**config.mk**
```make
export PLATFORM = sky130hd
export DESIGN_NAME = page_leaf_bft_driver
export DESIGN_NICKNAME = d
export VERILOG_FILES = /design/src/rtl/page_leaf_bft_driver.sv
export SDC_FILE = /design/constraint.sdc
export NUM_CORES = 1
export LEC_CHECK = 0
export ABC_CLOCK_PERIOD_IN_PS = 7800
export CAP_MARGIN = 20
export CORE_ASPECT_RATIO = 1.4
export CORE_UTILIZATION = 45
export CTS_CLUSTER_DIAMETER = 150
export CTS_CLUSTER_SIZE = 16
export DETAILED_ROUTE_END_ITERATION = 16
export MAX_ROUTING_LAYER = met4
export PLACE_DENSITY = 0.73
export SLEW_MARGIN = 15
export SYNTH_ARGS = -nofsm -noshare
export SYNTH_HDL_FRONTEND = slang
export SYNTH_SLANG_ARGS = --single-unit
```
**constraint.sdc**
```tcl
create_clock -name clk -period 7.8 [get_ports clk]
set_input_delay 1.56 -clock clk [delete_from_list [all_inputs] [get_ports clk]]
set_output_delay 1.56 -clock clk [all_outputs]
set_load 0.1 [all_outputs]
```
**src/rtl/page_leaf_bft_driver.sv**
```systemverilog
// rtl/page_leaf_bft_driver.sv - BFT-side leaf driver for one page slot: downlink/uplink FIFOs and reset/start sequencing.
// Optional packet/drop counters are enabled with PAGE_DRV_PKT_CNT_EN.
module page_leaf_bft_driver #(
  parameter int PKT_W      = 49,
  parameter int FIFO_DEPTH = 8,
  parameter int RST_HOLD   = 4
) (
  input  logic             clk,
  input  logic             reset,
  input  logic [PKT_W-1:0] tree_in_data,
  input  logic             tree_in_valid,
  output logic             tree_in_ready,
  output logic [PKT_W-1:0] tree_out_data,
  output logic             tree_out_valid,
  input  logic             tree_out_ready,
  output logic [PKT_W-1:0] page_din,
  input  logic [PKT_W-1:0] page_dout,
  output logic             page_resend,
  output logic             page_reset,
  output logic             page_ap_start,
  input  logic             ap_start_in
`ifdef PAGE_DRV_PKT_CNT_EN
  ,
  output logic [31:0]      dn_pkt_cnt,
  output logic [31:0]      up_pkt_cnt,
  output logic [15:0]      drop_cnt
`endif
);

  localparam int AW = $clog2(FIFO_DEPTH);
  localparam int CW = AW + 1;
  localparam int HW = $clog2(RST_HOLD + 1);

  typedef enum logic {HOLD, RUN} state_t;

  state_t          state_q, state_d;
  logic [HW-1:0]   hold_cnt_q, hold_cnt_d;

  logic [PKT_W-1:0] dn_mem [FIFO_DEPTH];
  logic [AW-1:0]    dn_wr, dn_rd;
  logic [CW-1:0]    dn_cnt, dn_cnt_d;
  logic             dn_push, dn_pop;

  logic [PKT_W-1:0] up_mem [FIFO_DEPTH];
  logic [AW-1:0]    up_wr, up_rd, up_rd_d;
  logic [CW-1:0]    up_cnt, up_cnt_d;
  logic             up_in, up_full, up_push, up_pop, up_drop;
  logic [PKT_W-1:0] up_head_d;

  always_comb begin
    state_d    = state_q;
    hold_cnt_d = hold_cnt_q;
    case (state_q)
      HOLD: begin
        if (hold_cnt_q == HW'(RST_HOLD)) state_d = RUN;
        else hold_cnt_d = hold_cnt_q + HW'(1);
      end
      RUN: state_d = RUN;
      default: state_d = HOLD;
    endcase
  end

  always_ff @(posedge clk) begin
    if (reset) begin
      state_q    <= HOLD;
      hold_cnt_q <= '0;
    end else begin
      state_q    <= state_d;
      hold_cnt_q <= hold_cnt_d;
    end
  end

  // Downlink: the page never stalls, so in RUN the FIFO drains one entry per cycle.
  always_comb begin
    dn_push  = tree_in_valid & tree_in_ready;
    dn_pop   = (state_q == RUN) & (dn_cnt != '0);
    dn_cnt_d = dn_cnt + CW'(dn_push) - CW'(dn_pop);
  end

  // Uplink: a pop at full occupancy frees the slot for a same-cycle push.
  always_comb begin
    up_in    = page_dout[PKT_W-1];
    up_pop   = tree_out_valid & tree_out_ready;
    up_full  = (up_cnt == CW'(FIFO_DEPTH));
    up_push  = up_in & (~up_full | up_pop);
    up_drop  = up_in & up_full & ~up_pop;
    up_cnt_d = up_cnt + CW'(up_push) - CW'(up_pop);
    up_rd_d  = up_rd + AW'(up_pop);
    if ((up_cnt - CW'(up_pop)) == '0) up_head_d = page_dout;
    else up_head_d = up_mem[up_rd_d];
  end

  always_ff @(posedge clk) begin
    if (dn_push) dn_mem[dn_wr] <= tree_in_data;
    if (up_push) up_mem[up_wr] <= page_dout;
  end

  always_ff @(posedge clk) begin
    if (reset) begin
      dn_wr          <= '0;
      dn_rd          <= '0;
      dn_cnt         <= '0;
      up_wr          <= '0;
      up_rd          <= '0;
      up_cnt         <= '0;
      page_din       <= '0;
      page_resend    <= 1'b0;
      page_reset     <= 1'b1;
      page_ap_start  <= 1'b0;
      tree_in_ready  <= 1'b0;
      tree_out_valid <= 1'b0;
      tree_out_data  <= '0;
    end else begin
      if (dn_push) dn_wr <= dn_wr + AW'(1);
      if (dn_pop) dn_rd <= dn_rd + AW'(1);
      dn_cnt <= dn_cnt_d;
      page_din <= dn_pop ? {1'b1, dn_mem[dn_rd][PKT_W-2:0]} : '0;

      if (up_push) up_wr <= up_wr + AW'(1);
      up_rd  <= up_rd_d;
      up_cnt <= up_cnt_d;
      tree_out_valid <= (up_cnt_d != '0);
      if (up_cnt_d != '0) tree_out_data <= up_head_d;
      page_resend <= up_drop;

      page_reset    <= (state_d == HOLD);
      page_ap_start <= (state_d == RUN) & ap_start_in;
      tree_in_ready <= (state_d == RUN) & (dn_cnt_d < CW'(FIFO_DEPTH));
    end
  end

`ifdef PAGE_DRV_PKT_CNT_EN
  always_ff @(posedge clk) begin
    if (reset) begin
      dn_pkt_cnt <= '0;
      up_pkt_cnt <= '0;
      drop_cnt   <= '0;
    end else begin
      dn_pkt_cnt <= dn_pkt_cnt + 32'(dn_pop);
      up_pkt_cnt <= up_pkt_cnt + 32'(up_push);
      if (up_drop && drop_cnt != 16'hFFFF) drop_cnt <= drop_cnt + 16'd1;
    end
  end
`endif

endmodule

```
==> flow_summary.json, run 1 <==
{
  "dp_cells": 2939,
  "drv_slew": 0,
  "path_class": "input port to flop",
  "rsz0062_at_grt": "false",
  "overflow": 0,
  "totalNegativeSetupSlack_ns": 0,
  "cts_tree": "done",
  "nets": 2164,
  "p_leak_uw": 0.01205,
  "comb_power_share_pct": 25.2,
  "synth_seq_cells": 906,
  "track_usage_pct": 19.17,
  "power-per-cell-area_nw_per_um2": 304.8,
  "slowest_delay_ns": 0.79,
  "yosysWarnings": 0,
  "syn-cell-area_um2": 34090,
  "holdPathEnd": "tree_out_data[20]$_SDFFE_PP0P_",
  "final_util_pct": 52.35,
  "p_sw_uw": 3811,
  "r2r_slack_ns": 3.71,
  "period_share_pct": 63.93,
  "startpoint_type": "input port",
  "synth_top_cell_by_area": "edfxtp_1",
  "wl_per_cell_um": 23.31,
  "area_growth_pct": 15.23,
  "startpoint": "page_dout[48]",
  "drt_first_pass_iters": 7,
  "postCtsHoldBufs": 0,
  "critPathTopFamily": "buffers and inverters",
  "worstPathCellList": "clkdlybuf4s50_1 -> nand2_1 -> o21ai_0 -> ha_1 -> inv_1 -> fa_1 -> nor2b_1 -> nand3_1 -> mux2_4 -> buf_4 -> nor2_1 -> a311oi_2",
  "path_max_fanout": 77,
  "ys_types": 41,
  "drive_gt1_share_pct": 12.27,
  "initial_utilization_pct": 45.43,
  "core_um2": 75040,
  "clock_sinks": 906,
  "synth_cells": 1839,
  "cap_violations": 0,
  "yosysSeqAreaShare_pct": 75.99,
  "max_freq_ghz": 0.2006,
  "hold_path_depth": 2,
  "path_clk_slew_ns": 0.07,
  "r2r-start": "up_cnt[2]$_SDFF_PP0_",
  "worst_pin_slew_ns": 1.150,
  "postCtsSetupBuffers": 0,
  "pwr-share-clk_pct": 27.7,
  "seq_power_share_pct": 47.1,
  "outcome": "completed",
  "avgSynthCellArea_um2": 18.54,
  "cts_buffers": 66,
  "p_sw_share_pct": 31.83,
  "gp_congestion": 0.7377,
  "clkLatencyLatePin_ns": 0.63,
  "grt_max_degree": 105,
  "die_w_um": 234.6,
  "ant_nets": 0,
  "wl_um": 71490,
  "whs_ns": 0.5009,
  "htreeDepth": 3,
  "end_kind": "flop",
  "die_h_um": 327.7,
  "port-buffer-count": 204,
  "via_per_inst": 5.613,
  "critPathRequiredTime_ns": 8.33,
  "synth_top_area_share_pct": 68.35,
  "vias": 17220,
  "antenna_found_initial": 4,
  "internal_power_uw": 8162,
  "hp-start": "tree_out_data[20]$_SDFFE_PP0P_",
  "hp-class": "flop to flop",
  "dieArea_um2": 76880,
  "syn_nets": 1963,
  "setup_viol_count_final": 0,
  "grt_pass1_wl_um": 108200,
  "pre_cts_ws_ns": 2.217,
  "slew_headroom_pct": 23.09,
  "cts_root_buffer": "clkbuf_16",
  "postCtsResizedCells": 0,
  "worst_slack_ns": 2.814,
  "fp-row-count": 119,
  "final_cells": 3067,
  "crit_slowest_cell": "mux2_4",
  "peakVddDrop_mv": 0.2905,
  "arrival_ns": 5.51,
  "reg2reg_to": "tree_out_data[1]$_SDFFE_PP0P_",
  "skew_ns": 0.02216,
  "min_period_ns": 4.986,
  "synth_area_leaders": "edfxtp_1 68%, dfxtp_1 7.6%, mux2i_1 7.2%",
  "hpwlAfterDp_um": 38000,
  "cp.buffers_inverters": 3,
  "grt_pass1_vias": 18300,
  "clock_path_buffers": 3,
  "reg2regPathDepth": 14,
  "drc_errors": 0,
  "drtIter0Drc": 1114,
  "final_hold_viol_count": 0,
  "ios": 206
}
-- cell families after synthesis --
family,count (synthesis),synth area share (%)
compound gates,160,3.997
xor+xnor,14,0.3817
fa+ha+maj,21,0.8148
buf+inv,122,1.765
flops,906,75.99
mux,342,13.58
simple gates,274,3.476
-- per-stage QoR --
stage,cell area (um^2),power (uW)
6_report,39280,11970
5_1_grt,39280,12410
4_1_cts,39260,12070
3_5_place_dp,37250,8786
3_3_place_gp,37250,8694
2_1_floorplan,34090,7974
-- worst register-to-register path: cells and delay by family, from the launching register on --
| kind | cells | cell delay, ns |
|---|---|---|
| DFF | 1 | 0.36 |
| and+or+nand+nor | 5 | 0.80 |
| muxes | 1 | 0.79 |
| buffers and inverters | 3 | 0.66 |
| adders and majority gates | 3 | 0.88 |
| AOI/OAI and AO/OA | 2 | 0.51 |
-- final cells by class --
| cell class | count | area [um^2] |
|---|---|---|
| clock buffers | 121 | 2007 |
| repair buffers | 238 | 2332 |
| diodes | 5 | 12.51 |
| clock inverters | 1 | 8.758 |
| flip-flops and latches | 906 | 25910 |
| well taps | 968 | 1211 |
| inverters | 17 | 63.81 |
| multi-input cells | 811 | 7734 |
| fillers | 5853 | 35760 |
-- layout by cell type, fill, tap and decap left out, drive strengths merged, types with 3 or more instances in the layout --
master and n:
edfxtp 776, mux2i 245, clkdlybuf4s50 203, dfxtp 130, nor2 124, clkbuf 121
a22oi 98, mux4 96, nand2 58, nand3 56, a311oi 49, buf 35
ha 19, inv 17, nor3 11, a21oi 9, xor2 8, nor2b 8
xnor2 6, nand2b 6, diode 5, and2 3
-- Yosys cell counts, drive strengths merged --
cell / n
mux2i: 245
dfxtp: 130
nand4: 1
a21o: 2
edfxtp: 776
a22oi: 98
inv: 17
a21oi: 9
and2: 3
nand3b: 1
and2b: 1
buf: 67
xnor2: 6
clkbuf: 38
mux4: 96
mux2: 1
nor2b: 8
or2: 1
o21ba: 1
nor4: 2
nor3: 11
a311oi: 49
nor3b: 1
o21ai: 1
nor2: 124
ha: 19
fa: 2
nand2: 58
nand3: 56
nor4bb: 1
nand2b: 6
xor2: 8
-- state kept, by name, summed over array words and instances, names as in the netlist, 3 cells and up, named ones only --
name,cells
page_din,49
dn_wr,3
up_mem,392
up_cnt,4
dn_mem,384
tree_out_data,49
dn_cnt,4
up_wr,3
dn_rd,3
hold_cnt_q,3
up_rd,3
-- power groups by stage --
stage                     clock network [uW]  registers (uW)  logic (uW)
after floorplan                            0            6510        1460
after global placement                     0            5740        2960
after detailed placement                   0            5750        3030
after CTS                               3390            5640        3040
after global routing                    3550            5670        3200
final                                   3310            5640        3020
-- layer usage --
| metal | share of wire [%] | up-vias | global-route usage (%) |
|---|---|---|---|
| met2 | 53 | 532 | 34.00 |
| li1 | - | 7668 | - |
| met4 | 2.6 | 0 | 7.137 |
| met5 | 0 | - | - |
| met3 | 5.6 | 137 | 3.336 |
| met1 | 39 | 8879 | 21.68 |
-- how the worst max path moves through the flow --
stage | endpoint | depth (start not counted)
2_1_floorplan | up_mem[0][0]$_DFFE_PP_ | 4
3_3_place_gp | tree_out_data[6]$_SDFFE_PP0P_ | 14
3_5_place_dp | tree_out_data[44]$_SDFFE_PP0P_ | 12
4_1_cts | tree_out_data[1]$_SDFFE_PP0P_ | 12
5_1_grt | tree_out_data[45]$_SDFFE_PP0P_ | 12
6_report | tree_out_data[1]$_SDFFE_PP0P_ | 12
Power figures use the tool's default switching activity.
==> run 2: changes to the inputs <==
--- a/config.mk
+++ b/config.mk
@@ -5,7 +5,7 @@
 export SDC_FILE = /design/constraint.sdc
 export NUM_CORES = 1
 export LEC_CHECK = 0
-export ABC_CLOCK_PERIOD_IN_PS = 7800
+export ABC_CLOCK_PERIOD_IN_PS = 4000
 export CAP_MARGIN = 20
 export CORE_ASPECT_RATIO = 1.4
 export CORE_UTILIZATION = 45
@@ -13,7 +13,7 @@
 export CTS_CLUSTER_SIZE = 16
 export DETAILED_ROUTE_END_ITERATION = 16
 export MAX_ROUTING_LAYER = met4
-export PLACE_DENSITY = 0.73
+export PLACE_DENSITY = 0.76
 export SLEW_MARGIN = 15
 export SYNTH_ARGS = -nofsm -noshare
 export SYNTH_HDL_FRONTEND = slang
==> constraint.sdc (replaced) <==
create_clock -name clk -period 4 [get_ports clk]
set_input_delay 0.8 -clock clk [delete_from_list [all_inputs] [get_ports clk]]
set_output_delay 0.8 -clock clk [all_outputs]
set_load 0.1 [all_outputs]
==> flow_summary.json, run 2 (synthesized netlist as in run 1, its figures left out) <==
{
  "nets": 2187,
  "core_um2": 75040,
  "critPathRequiredTime_ns": 4.50,
  "drtIter0Drc": 1242,
  "grt_pass1_vias": 18460,
  "grt_pass1_wl_um": 109400,
  "postCtsResizedCells": 0,
  "wl_um": 71810,
  "fillCellCount": 5787,
  "final_common_cell": "edfxtp_1",
  "initial_utilization_pct": 45.43,
  "drive_gt1_share_pct": 13.23,
  "dieArea_um2": 76880,
  "track_usage_pct": 19.30,
  "path_max_fanout": 33,
  "fp-row-count": 119,
  "postCtsSetupBuffers": 0,
  "antenna_found_initial": 4,
  "end_kind": "flop",
  "die_h_um": 327.7,
  "htreeDepth": 3,
  "grt_max_degree": 77,
  "worst_slack_ns": 0.6052,
  "path_clk_slew_ns": 0.07,
  "mostFrequentLayoutCells": "776 x edfxtp_1, 245 x mux2i_1, 203 x clkdlybuf4s50_1",
  "min_period_ns": 3.395,
  "peakVddDrop_mv": 0.5154,
  "final_cells": 3089,
  "dp_cells": 2963,
  "clock_path_buffers": 3,
  "pre_cts_ws_ns": -0.02274,
  "via_per_inst": 5.660,
  "p_leak_uw": 0.01220,
  "cap_violations": 0,
  "rsz0062_at_grt": "false",
  "cts_buffers": 66,
  "top_register": "up_mem",
  "clkLatencyLatePin_ns": 0.63,
  "cts_root_buffer": "clkbuf_16",
  "worst_pin_slew_ns": 1.177,
  "startpoint_type": "input port",
  "arrival_ns": 3.90,
  "skew_ns": 0.01931,
  "hpwlAfterDp_um": 39870,
  "die_w_um": 234.6,
  "port-buffer-count": 204,
  "final_hold_viol_count": 0,
  "ios": 206,
  "slew_headroom_pct": 21.27,
  "cts_tree": "done",
  "path_class": "input port to flop",
  "max_freq_ghz": 0.2946,
  "gp_congestion": 0.7502,
  "final_util_pct": 52.94,
  "area_growth_pct": 16.54,
  "wl_per_cell_um": 23.25,
  "ant_nets": 0,
  "postCtsHoldBufs": 0,
  "hp-class": "flop to flop",
  "outcome": "completed",
  "power.total_uw": 23460,
  "reg_top3": "up_mem (392), dn_mem (384)",
  "setup_viol_count_final": 0,
  "drc_errors": 0,
  "drt_first_pass_iters": 5,
  "clock_sinks": 906,
  "hold_path_depth": 2,
  "reg2regPathDepth": 13,
  "regArea_um2": 25920,
  "overflow": 0,
  "vias": 17490,
  "largest_reg_flops": 392,
  "period_share_pct": 84.87,
  "power-per-cell-area_nw_per_um2": 590.5,
  "drv_slew": 0,
  "multi_input_area_um2": 7777
}
[run 2: cell count changes in the layout (fill, tap and decap cells not counted), moves of 2 or more]
cell and delta:
inv_6 +4, nor4_4 +2, clkbuf_16 -6, clkinv_8 +2, nor4_2 -2, buf_12 +25, nor3_2 -5, nor3_4 +5
buf_4 -2
[run 2: area by class of cell]
cell class	count	area share, %
tap	968	3.049
clock inverter	7	0.1921
clock buffer	115	4.674
inverter	17	0.1606
sequential	906	65.23
antenna	4	0.02519
timing repair buffer	261	7.092
multi-input combinational	811	19.58
[run 2: worst max-delay path, cell delays in order]
cell             delay, ns
clkdlybuf4s50_1       0.45
nand2_1               0.15
or2_2                 0.36
o21ai_0               0.09
ha_1                  0.20
inv_1                 0.07
fa_1                  0.54
nor2b_1               0.19
nand3_1               0.09
mux2_4                0.42
buf_12                0.22
a311oi_1              0.27
[run 2: path summary, 6_finish.rpt]
path,start,to,slack (ns)
worst max-delay path,tree_out_ready,tree_out_data[13]$_SDFFE_PP0P_,0.61
worst min-delay path,tree_out_data[17]$_SDFFE_PP0P_,tree_out_data[17]$_SDFFE_PP0P_,0.50
worst max register to register,up_cnt[2]$_SDFF_PP0_,tree_out_data[13]$_SDFFE_PP0P_,0.79
worst min register to register,tree_out_data[17]$_SDFFE_PP0P_,tree_out_data[17]$_SDFFE_PP0P_,0.50
[run 2: per-layer routing]
metal / vias to the layer above / global-route usage, % / routed length [um]
met3: 118 / 3.076 / 4448
met1: 9024 / 22.19 / 27440
li1: 7733 / - / -
met2: 610 / 34.33 / 38250
met4: 0 / 6.565 / 1677
met5: - / - / 0
[run 2: through the flow]
| stage | setup TNS, ns | cell area [um^2] | hold slack, ns |
|---|---|---|---|
| finish | 0 | 39730 | 0.5040 |
| floorplan | -241.19 | 34150 | 0.4847 |
| global placement | 0 | 37790 | 0.4829 |
| global route | 0 | 39730 | 0.5184 |
| CTS | 0 | 39720 | 0.5048 |
| detailed placement | -0.05883 | 37790 | 0.4952 |
[run 2: power by group]
part           total [uW]  switching, uW  internal, uW
clock                6270           3080          3190
combinational        6180           4220          1970
sequential          11000            224         10800
total               23500           7520         15900
==> run 3: changes to the inputs <==
--- a/config.mk
+++ b/config.mk
@@ -5,7 +5,7 @@
 export SDC_FILE = /design/constraint.sdc
 export NUM_CORES = 1
 export LEC_CHECK = 0
-export ABC_CLOCK_PERIOD_IN_PS = 4000
+export ABC_CLOCK_PERIOD_IN_PS = 3200
 export CAP_MARGIN = 20
 export CORE_ASPECT_RATIO = 1.4
 export CORE_UTILIZATION = 45
@@ -13,7 +13,7 @@
 export CTS_CLUSTER_SIZE = 16
 export DETAILED_ROUTE_END_ITERATION = 16
 export MAX_ROUTING_LAYER = met4
-export PLACE_DENSITY = 0.76
+export PLACE_DENSITY = 0.73
 export SLEW_MARGIN = 15
 export SYNTH_ARGS = -nofsm -noshare
 export SYNTH_HDL_FRONTEND = slang
==> constraint.sdc (replaced) <==
create_clock -name clk -period 3.2 [get_ports clk]
set_input_delay 0.64 -clock clk [delete_from_list [all_inputs] [get_ports clk]]
set_output_delay 0.64 -clock clk [all_outputs]
set_load 0.1 [all_outputs]
==> flow_summary.json, run 3 (synthesized netlist as in run 1, its figures left out) <==
{
  "outcome": "completed",
  "drv_slew": 0,
  "largest_reg_flops": 392,
  "overflow": 0,
  "critPathRequiredTime_ns": 3.70,
  "drive_gt1_share_pct": 19.96,
  "path_clk_slew_ns": 0.07,
  "final_common_cell": "edfxtp_1",
  "nets": 2227,
  "area_growth_pct": 17.68,
  "worstPathCellList": "inv_1 -> ha_1 -> nand4_1 -> nand2_2 -> o21ai_1 -> ha_2 -> inv_1 -> fa_1 -> nor2b_2 -> nand3_1 -> mux2_4 -> buf_4 -> a311oi_1",
  "grt_pass1_vias": 18410,
  "end_kind": "flop",
  "min_period_ns": 2.998,
  "htreeDepth": 3,
  "top_register": "up_mem",
  "clkLatencyLatePin_ns": 0.62,
  "critPathTopFamily": "adder cells",
  "mostFrequentLayoutCells": "776 x edfxtp_1, 245 x mux2i_1, 150 x buf_4",
  "cpMostUsedCell": "inv_1",
  "vias": 17430,
  "totalNegativeSetupSlack_ns": 0,
  "wl_um": 72420,
  "startpoint_type": "flop",
  "drc_errors": 0,
  "rsz0062_at_grt": "false",
  "antenna_found_initial": 5,
  "postCtsResizedCells": 0,
  "ant_nets": 0,
  "setup_viol_count_final": 0,
  "postCtsHoldBufs": 0,
  "path_max_fanout": 18,
  "core_um2": 75040,
  "final_hold_viol_count": 0,
  "reg_top3": "up_mem (392), dn_mem (384)",
  "grt_max_degree": 52,
  "drt_first_pass_iters": 5,
  "ios": 206,
  "via_per_inst": 5.571,
  "grt_pass1_wl_um": 110100,
  "r2r_slack_ns": 0.20,
  "gp_congestion": 0.7675,
  "max_freq_ghz": 0.3335,
  "cap_violations": 0,
  "period_share_pct": 93.69,
  "slew_headroom_pct": 47.01,
  "hp-class": "input port to flop",
  "drtIter0Drc": 1166,
  "clock_path_buffers": 3,
  "path_class": "flop to flop",
  "worst_pin_slew_ns": 0.7949,
  "skew_ns": 0.02520,
  "cts_root_buffer": "clkbuf_16",
  "die_w_um": 234.6,
  "die_h_um": 327.7,
  "wl_per_cell_um": 23.15,
  "hpwlAfterDp_um": 41280,
  "p_leak_uw": 0.01266,
  "arrival_ns": 3.50,
  "worst_slack_ns": 0.2019,
  "track_usage_pct": 19.53,
  "fp-row-count": 119,
  "final_util_pct": 53.46,
  "power-per-cell-area_nw_per_um2": 738.2,
  "pre_cts_ws_ns": -0.4086,
  "cts_tree": "done",
  "slowest_delay_ns": 0.51,
  "port-buffer-count": 204,
  "dieArea_um2": 76880,
  "peakVddDrop_mv": 0.7867,
  "initial_utilization_pct": 45.43,
  "cp.buffers_inverters": 3,
  "clock_sinks": 906,
  "crit_slowest_cell": "fa_1",
  "postCtsSetupBuffers": 0,
  "cts_buffers": 66
}
[run 3: through the flow]
step,cell area (um^2),std cells,power [uW],hold WS [ns]
2_1_floorplan,34200,1839,19440,0.4847
3_3_place_gp,38140,3003,21760,0.4839
3_5_place_dp,38140,3003,21990,0.4985
4_1_cts,40070,3122,29760,0.4230
5_1_grt,40120,3127,30750,0.4635
6_report,40120,3128,29610,0.4668
[run 3: worst register-to-register path, cell delays in order, from the launching register on]
cell and delay, ns:
dfxtp_1 0.35, inv_1 0.10, ha_1 0.21, nand4_1 0.12
nand2_2 0.07, o21ai_1 0.14, ha_2 0.21, inv_1 0.05
fa_1 0.51, nor2b_2 0.16, nand3_1 0.09, mux2_4 0.34
buf_4 0.23, a311oi_1 0.29
[run 3: final timing paths]
check | startpoint | end | cells past startpoint
setup / recovery | up_cnt[2]$_SDFF_PP0_ | tree_out_data[13]$_SDFFE_PP0P_ | 13
hold / removal | reset | dn_wr[0]$_SDFFE_PP0P_ | 2
setup reg to reg | up_cnt[2]$_SDFF_PP0_ | tree_out_data[13]$_SDFFE_PP0P_ | 13
hold reg to reg | tree_out_data[20]$_SDFFE_PP0P_ | tree_out_data[20]$_SDFFE_PP0P_ | 2
[run 3: layout make-up]
| type | count | area (um^2) |
|---|---|---|
| inverters | 17 | 63.81 |
| diodes | 6 | 15.01 |
| clock inverters | 3 | 26.28 |
| multi-input cells | 811 | 7830 |
| flip-flops and latches | 906 | 25920 |
| well taps | 968 | 1211 |
| repair buffers | 301 | 3148 |
| fillers | 5769 | 34920 |
| clock buffers | 116 | 1903 |
[run 3: power by group]
group	switching, uW	internal (uW)
sequential	290	13500
combinational	5330	2670
clock	3790	4050
total	9410	20200
[run 3: metal layers]
| metal | up-vias | wire length [um] | GRT usage [%] |
|---|---|---|---|
| met2 | 522 | 38330 | 34.63 |
| li1 | 7809 | - | - |
| met1 | 8978 | 28220 | 22.47 |
| met4 | 0 | 1574 | 6.150 |
| met5 | - | 0 | - |
| met3 | 117 | 4290 | 3.496 |
